<file path="src/rtl/dynvc_free_slot_manager.sv">
// Shared-buffer slot allocator: FIFO free list, per-VC reserved minimum plus shared pool, illegal-op detection.
// Grant is combinational from state; all updates commit at the next edge; never stalls, illegal requests only raise an error pulse.
module dynvc_free_slot_manager #(
   parameter int memory_bank_depth = 32,
   parameter int num_vcs           = 4,
   parameter int num_reserved      = 2,
   localparam int addr_width       = $clog2(memory_bank_depth),
   localparam int cnt_width        = addr_width + 1,
   localparam int vc_width         = $clog2(num_vcs)
) (
   input  logic                          clk,
   input  logic                          reset,
   input  logic                          alloc_req,
   input  logic [vc_width-1:0]           alloc_vc,
   output logic [addr_width-1:0]         alloc_slot,
   output logic [num_vcs-1:0]            alloc_ready,
   input  logic                          free_req,
   input  logic [vc_width-1:0]           free_vc,
   input  logic [addr_width-1:0]         free_slot,
   output logic [cnt_width-1:0]          free_count,
   output logic [num_vcs*cnt_width-1:0]  vc_occupancy,
   output logic                          memory_bank_full,
   output logic                          memory_bank_empty,
   output logic                          error_bad_alloc,
   output logic                          error_bad_free
);

   localparam int shared_pool = memory_bank_depth - num_vcs * num_reserved;
   localparam logic [cnt_width-1:0] res_c   = cnt_width'(num_reserved);
   localparam logic [cnt_width-1:0] pool_c  = cnt_width'(shared_pool);
   localparam logic [cnt_width-1:0] depth_c = cnt_width'(memory_bank_depth);

   if (num_vcs * num_reserved > memory_bank_depth) begin : g_bad_cfg
      $error("dynvc_free_slot_manager: num_vcs*num_reserved exceeds memory_bank_depth");
   end

   logic [addr_width-1:0] list_q [memory_bank_depth];
   logic [addr_width-1:0] list_d [memory_bank_depth];
   logic [addr_width-1:0] head_q, head_d, tail_q, tail_d;
   logic [cnt_width-1:0]  free_count_q, free_count_d;
   logic [cnt_width-1:0]  occ_q [num_vcs];
   logic [cnt_width-1:0]  occ_d [num_vcs];
   logic [memory_bank_depth-1:0] bitmap_q, bitmap_d;
   logic                  err_alloc_q, err_alloc_d, err_free_q, err_free_d;
   logic [cnt_width-1:0]  shared_used;
   logic                  alloc_ok, free_ok;

   // Shared usage is recomputed from occupancy so same-VC alloc+free nets out exactly.
   always_comb begin
      shared_used = '0;
      alloc_ready = '0;
      for (int v = 0; v < num_vcs; v++) begin
         if (occ_q[v] > res_c) shared_used = shared_used + (occ_q[v] - res_c);
      end
      for (int v = 0; v < num_vcs; v++) begin
         alloc_ready[v] = (free_count_q != '0) && ((occ_q[v] < res_c) || (shared_used < pool_c));
      end
   end

   always_comb begin
      alloc_ok     = alloc_req && alloc_ready[alloc_vc];
      free_ok      = free_req && bitmap_q[free_slot] && (occ_q[free_vc] != '0);
      list_d       = list_q;
      head_d       = head_q;
      tail_d       = tail_q;
      bitmap_d     = bitmap_q;
      occ_d        = occ_q;
      free_count_d = free_count_q;
      err_alloc_d  = alloc_req && !alloc_ok;
      err_free_d   = free_req && !free_ok;
      if (free_ok) begin
         list_d[tail_q]      = free_slot;
         tail_d              = tail_q + addr_width'(1);
         bitmap_d[free_slot] = 1'b0;
         occ_d[free_vc]      = occ_d[free_vc] - cnt_width'(1);
      end
      if (alloc_ok) begin
         head_d                 = head_q + addr_width'(1);
         bitmap_d[list_q[head_q]] = 1'b1;
         occ_d[alloc_vc]        = occ_d[alloc_vc] + cnt_width'(1);
      end
      if (alloc_ok && !free_ok)      free_count_d = free_count_q - cnt_width'(1);
      else if (free_ok && !alloc_ok) free_count_d = free_count_q + cnt_width'(1);
   end

   always_ff @(posedge clk) begin
      if (reset) begin
         for (int i = 0; i < memory_bank_depth; i++) list_q[i] <= addr_width'(i);
         for (int v = 0; v < num_vcs; v++) occ_q[v] <= '0;
         head_q       <= '0;
         tail_q       <= '0;
         free_count_q <= depth_c;
         bitmap_q     <= '0;
         err_alloc_q  <= 1'b0;
         err_free_q   <= 1'b0;
      end else begin
         list_q       <= list_d;
         occ_q        <= occ_d;
         head_q       <= head_d;
         tail_q       <= tail_d;
         free_count_q <= free_count_d;
         bitmap_q     <= bitmap_d;
         err_alloc_q  <= err_alloc_d;
         err_free_q   <= err_free_d;
      end
   end

   always_comb begin
      vc_occupancy = '0;
      for (int v = 0; v < num_vcs; v++) begin
         vc_occupancy[(num_vcs-1-v)*cnt_width +: cnt_width] = occ_q[v];
      end
   end

   assign alloc_slot        = list_q[head_q];
   assign free_count        = free_count_q;
   assign memory_bank_full  = (free_count_q == '0);
   assign memory_bank_empty = (free_count_q == depth_c);
   assign error_bad_alloc   = err_alloc_q;
   assign error_bad_free    = err_free_q;

endmodule

</file>
<file path="config.mk">
export PLATFORM = sky130hd
export DESIGN_NAME = dynvc_free_slot_manager
export DESIGN_NICKNAME = d
export VERILOG_FILES = /design/src/rtl/dynvc_free_slot_manager.sv
export SDC_FILE = /design/constraint.sdc
export NUM_CORES = 1
export LEC_CHECK = 0
export BUFFER_PORTS_ARGS = -buffer_cell sky130_fd_sc_hd__buf_2
export CELL_PAD_IN_SITES_DETAIL_PLACEMENT = 1
export CELL_PAD_IN_SITES_GLOBAL_PLACEMENT = 1
export CORE_UTILIZATION = 43
export CTS_CLUSTER_DIAMETER = 40
export DETAILED_ROUTE_END_ITERATION = 8
export GPL_TIMING_DRIVEN = 0
export PLACE_DENSITY_LB_ADDON = 0.08
export SYNTH_ARGS = -nofsm -noshare
export SYNTH_HDL_FRONTEND = slang
export SYNTH_SLANG_ARGS = --single-unit
</file>
<file path="constraint.sdc">
create_clock -name clk -period 6.6 [get_ports clk]
set_clock_uncertainty 0.05 [all_clocks]
set_input_delay 1.32 -clock clk [delete_from_list [all_inputs] [get_ports clk]]
set_output_delay 1.32 -clock clk [all_outputs]
set_load 0.01 [all_outputs]
</file>
==> results.sh <==
export IMPL_synth_main_ff_cell="dfxtp_1"
export IMPL_nNetsFinal=1572
export IMPL_slew_viol_final=0
export IMPL_routed_wirelength_um=45600
export IMPL_dpl_instance_area_um2=13200
export IMPL_powerDensity_nw_per_um2=360
export IMPL_area_growth_pct=22.9
export IMPL_die_x_um=172
export IMPL_diodes=0
export IMPL_ir_worst_vdd_v=0.000188
export IMPL_avgSynthCellArea_um2=8.93
export IMPL_die_area_um2=29500
export IMPL_row_count=61
export IMPL_dp_hpwl_um=30800
export IMPL_io_pins=56
export IMPL_criticalPathCategory="flip-flop to primary output"
export IMPL_gp_congestion=0.893
export IMPL_failed_checks="setup timing"
export IMPL_drc=0
export IMPL_via_per_inst=6.01
export IMPL_first_pass_iters=5
export IMPL_drive_gt1_frac=0.211
export IMPL_synth_warnings=0
export IMPL_final_antenna_net_count=0
export IMPL_layout_cells_non_filler=1929
export IMPL_synthesis_nets=1441
export IMPL_antenna_found_initial=1
export IMPL_fillCellCount=3252
export IMPL_max_slew_margin_rel=0.137
export IMPL_run_status="complete, but fails checks"
export IMPL_cts_tree="yes"
export IMPL_cts_sinks=234
export IMPL_core_area_um2=28100
export IMPL_rsz0062_at_grt="yes"
export IMPL_final_area_um2=15300
export IMPL_synth_lib_cells_used_distinct=64
export IMPL_hp_class="flip-flop to flip-flop"
export IMPL_cts_root_buffer="clkbuf_16"
export IMPL_die_h_um=172
export IMPL_tightest_slew_ns=1.28
export IMPL_min_period_ns=6.96
export IMPL_layout_common_cells="nor2_1, dfxtp_1, a21oi_1, nand2_1, clkbuf_1"
export IMPL_setup_viol=7
export IMPL_ys_seq_area_frac=0.377
export IMPL_pre_cts_slack_ns=-0.819
export IMPL_max_cap_violations=0
export IMPL_grt_usage=0.310
export IMPL_worst_setup_path_end_kind="primary output"
export IMPL_fin_crit_sh=1.06
export IMPL_synth_edf_count=0
export IMPL_ys_ff_latch=234
export IMPL_crit_path_max_fanout=5
export IMPL_crit_required_ns=5.23
export IMPL_fmax_mhz=144
export IMPL_arrival_ns=5.59
export IMPL_whs_ns=0.410
export IMPL_clockBufferDepth=3
export IMPL_clkLatencyLatePin_ns=0.53
export IMPL_numPlacedInstances=1820
export IMPL_ctsHoldBuffers=0
export IMPL_synthArstFlopShare=0
export IMPL_start_kind="flip-flop"
export IMPL_wl_per_cell_um=23.6
export IMPL_grt_max_degree=19
export IMPL_vias=11594
export IMPL_p_leak_nw=6.13
export IMPL_first_iter_violations=826
export IMPL_grt_pass1_vias=11845
export IMPL_grt_pass1_wl_um=69200
export IMPL_postLayoutSetupSlackWorst_ns=-0.364
export IMPL_final_common_cell="nor2_1"
export IMPL_grt_overflow=0
export IMPL_start_util=0.442
export IMPL_cts_buffers=40
export IMPL_synth_area_um2=12400
export IMPL_clk_transition_reported_paths_ns=0.05
export IMPL_post_synth_inst_count=1389
export IMPL_finalHoldViolations=0
export IMPL_power_mw=5.50
export IMPL_h_tree_depth=2
export IMPL_port_buffers=53
## what timing repair did
item	CTS	global route
cloned	0	0
endpoints found under the setup margin	10	10
pin swaps	36	20
resized for setup	58	13
buffers inserted	29	11
## per-stage QoR
stage           util  setup TNS [ns]
2_1_floorplan      -               0
3_3_place_gp   0.471           -1.87
3_5_place_dp   0.471           -2.55
4_1_cts        0.538          -0.779
5_1_grt        0.543           -3.65
6_report       0.543           -1.94
## flip-flops by register name, indices dropped and copies added (netlist names)
name,count
bitmap_q,32
error_bad_alloc,1
error_bad_free,1
free_count,6
head_q,5
list_q,160
tail_q,5
vc_occupancy,24
## where the power goes
group	leakage, nW	total [mW]	internal (mW)	switching [mW]
clock	0.694	2.17	1.42	0.750
sequential	1.90	1.52	1.46	0.0608
combinational	3.54	1.81	0.773	1.04
total	6.13	5.50	3.65	1.85
## synth_stat cells, types with 13 or more instances
master    number  area [µm²]
clkbuf_1      66         248
xnor2_1       16         140
buf_1         16        60.1
inv_1         47         176
xor2_1        17         149
mux4_2        58        1310
nor3_1        13        65.1
nand2b_1      14        87.6
a211oi_1      20         150
nor2b_1       24         150
ha_1          37         463
nor2_1       239         897
o211ai_1      43         323
o21ai_0       29         145
dfxtp_1      234        4680
a211o_1       48         420
o31ai_1       32         240
mux2i_1       44         440
nand3_1       48         240
a21oi_1      113         566
nand2_1       96         360
## worst paths after layout
path | cells after the start | startpoint | to | slack (ns)
hold / removal | 1 | list_q[18] | list_q[18] | 0.41
setup / recovery | 24 | vc_occupancy[22] | alloc_ready[3] | -0.36
hold reg to reg | 1 | list_q[18] | list_q[18] | 0.41
setup reg to reg | 33 | vc_occupancy[22] | free_count[5] | -0.24
## metal layers
| metal | share of wire | routed length, µm | track usage |
|---|---|---|---|
| met5 | 0 | 0 | 0 |
| met4 | 0.037 | 1680 | 0.114 |
| met3 | 0.051 | 2330 | 0.0474 |
| met2 | 0.48 | 22000 | 0.526 |
| met1 | 0.43 | 19600 | 0.396 |
## critical path: stages (launching register included)
cell	delay [ns]
dfxtp_4	0.37
or4_4	0.55
o21ai_4	0.18
inv_2	0.07
ha_4	0.16
ha_4	0.15
fa_2	0.52
a21oi_2	0.06
ha_1	0.30
inv_2	0.05
fa_1	0.56
a21oi_2	0.07
ha_1	0.30
inv_2	0.07
ha_4	0.20
nand2_4	0.09
nor2_4	0.05
a31o_4	0.22
a21oi_4	0.15
o21ai_2	0.09
xor2_2	0.19
buf_4	0.14
o21a_4	0.22
a21oi_2	0.15
buf_2	0.16
## cell families (layout without fill, tap and decap cells)
group,after synthesis,in the layout,share of synthesized area
compound gates,323,323,0.173
buf+inv,149,311,0.0484
flops,234,234,0.377
simple gates,499,499,0.186
xor+xnor,34,34,0.0251
mux,111,111,0.150
fa+ha+maj,39,39,0.0405
## layout make-up
class	count	area [µm²]	area share
plain buffers	95	424	0.0278
clock buffers	56	1230	0.0809
repair buffers	92	574	0.0377
flip-flops and latches	234	4700	0.308
clock inverters	17	191	0.0126
inverters	51	195	0.0128
multi-input cells	1006	7460	0.489
well taps	378	473	0.0310
(Power assumes the default switching activity.)
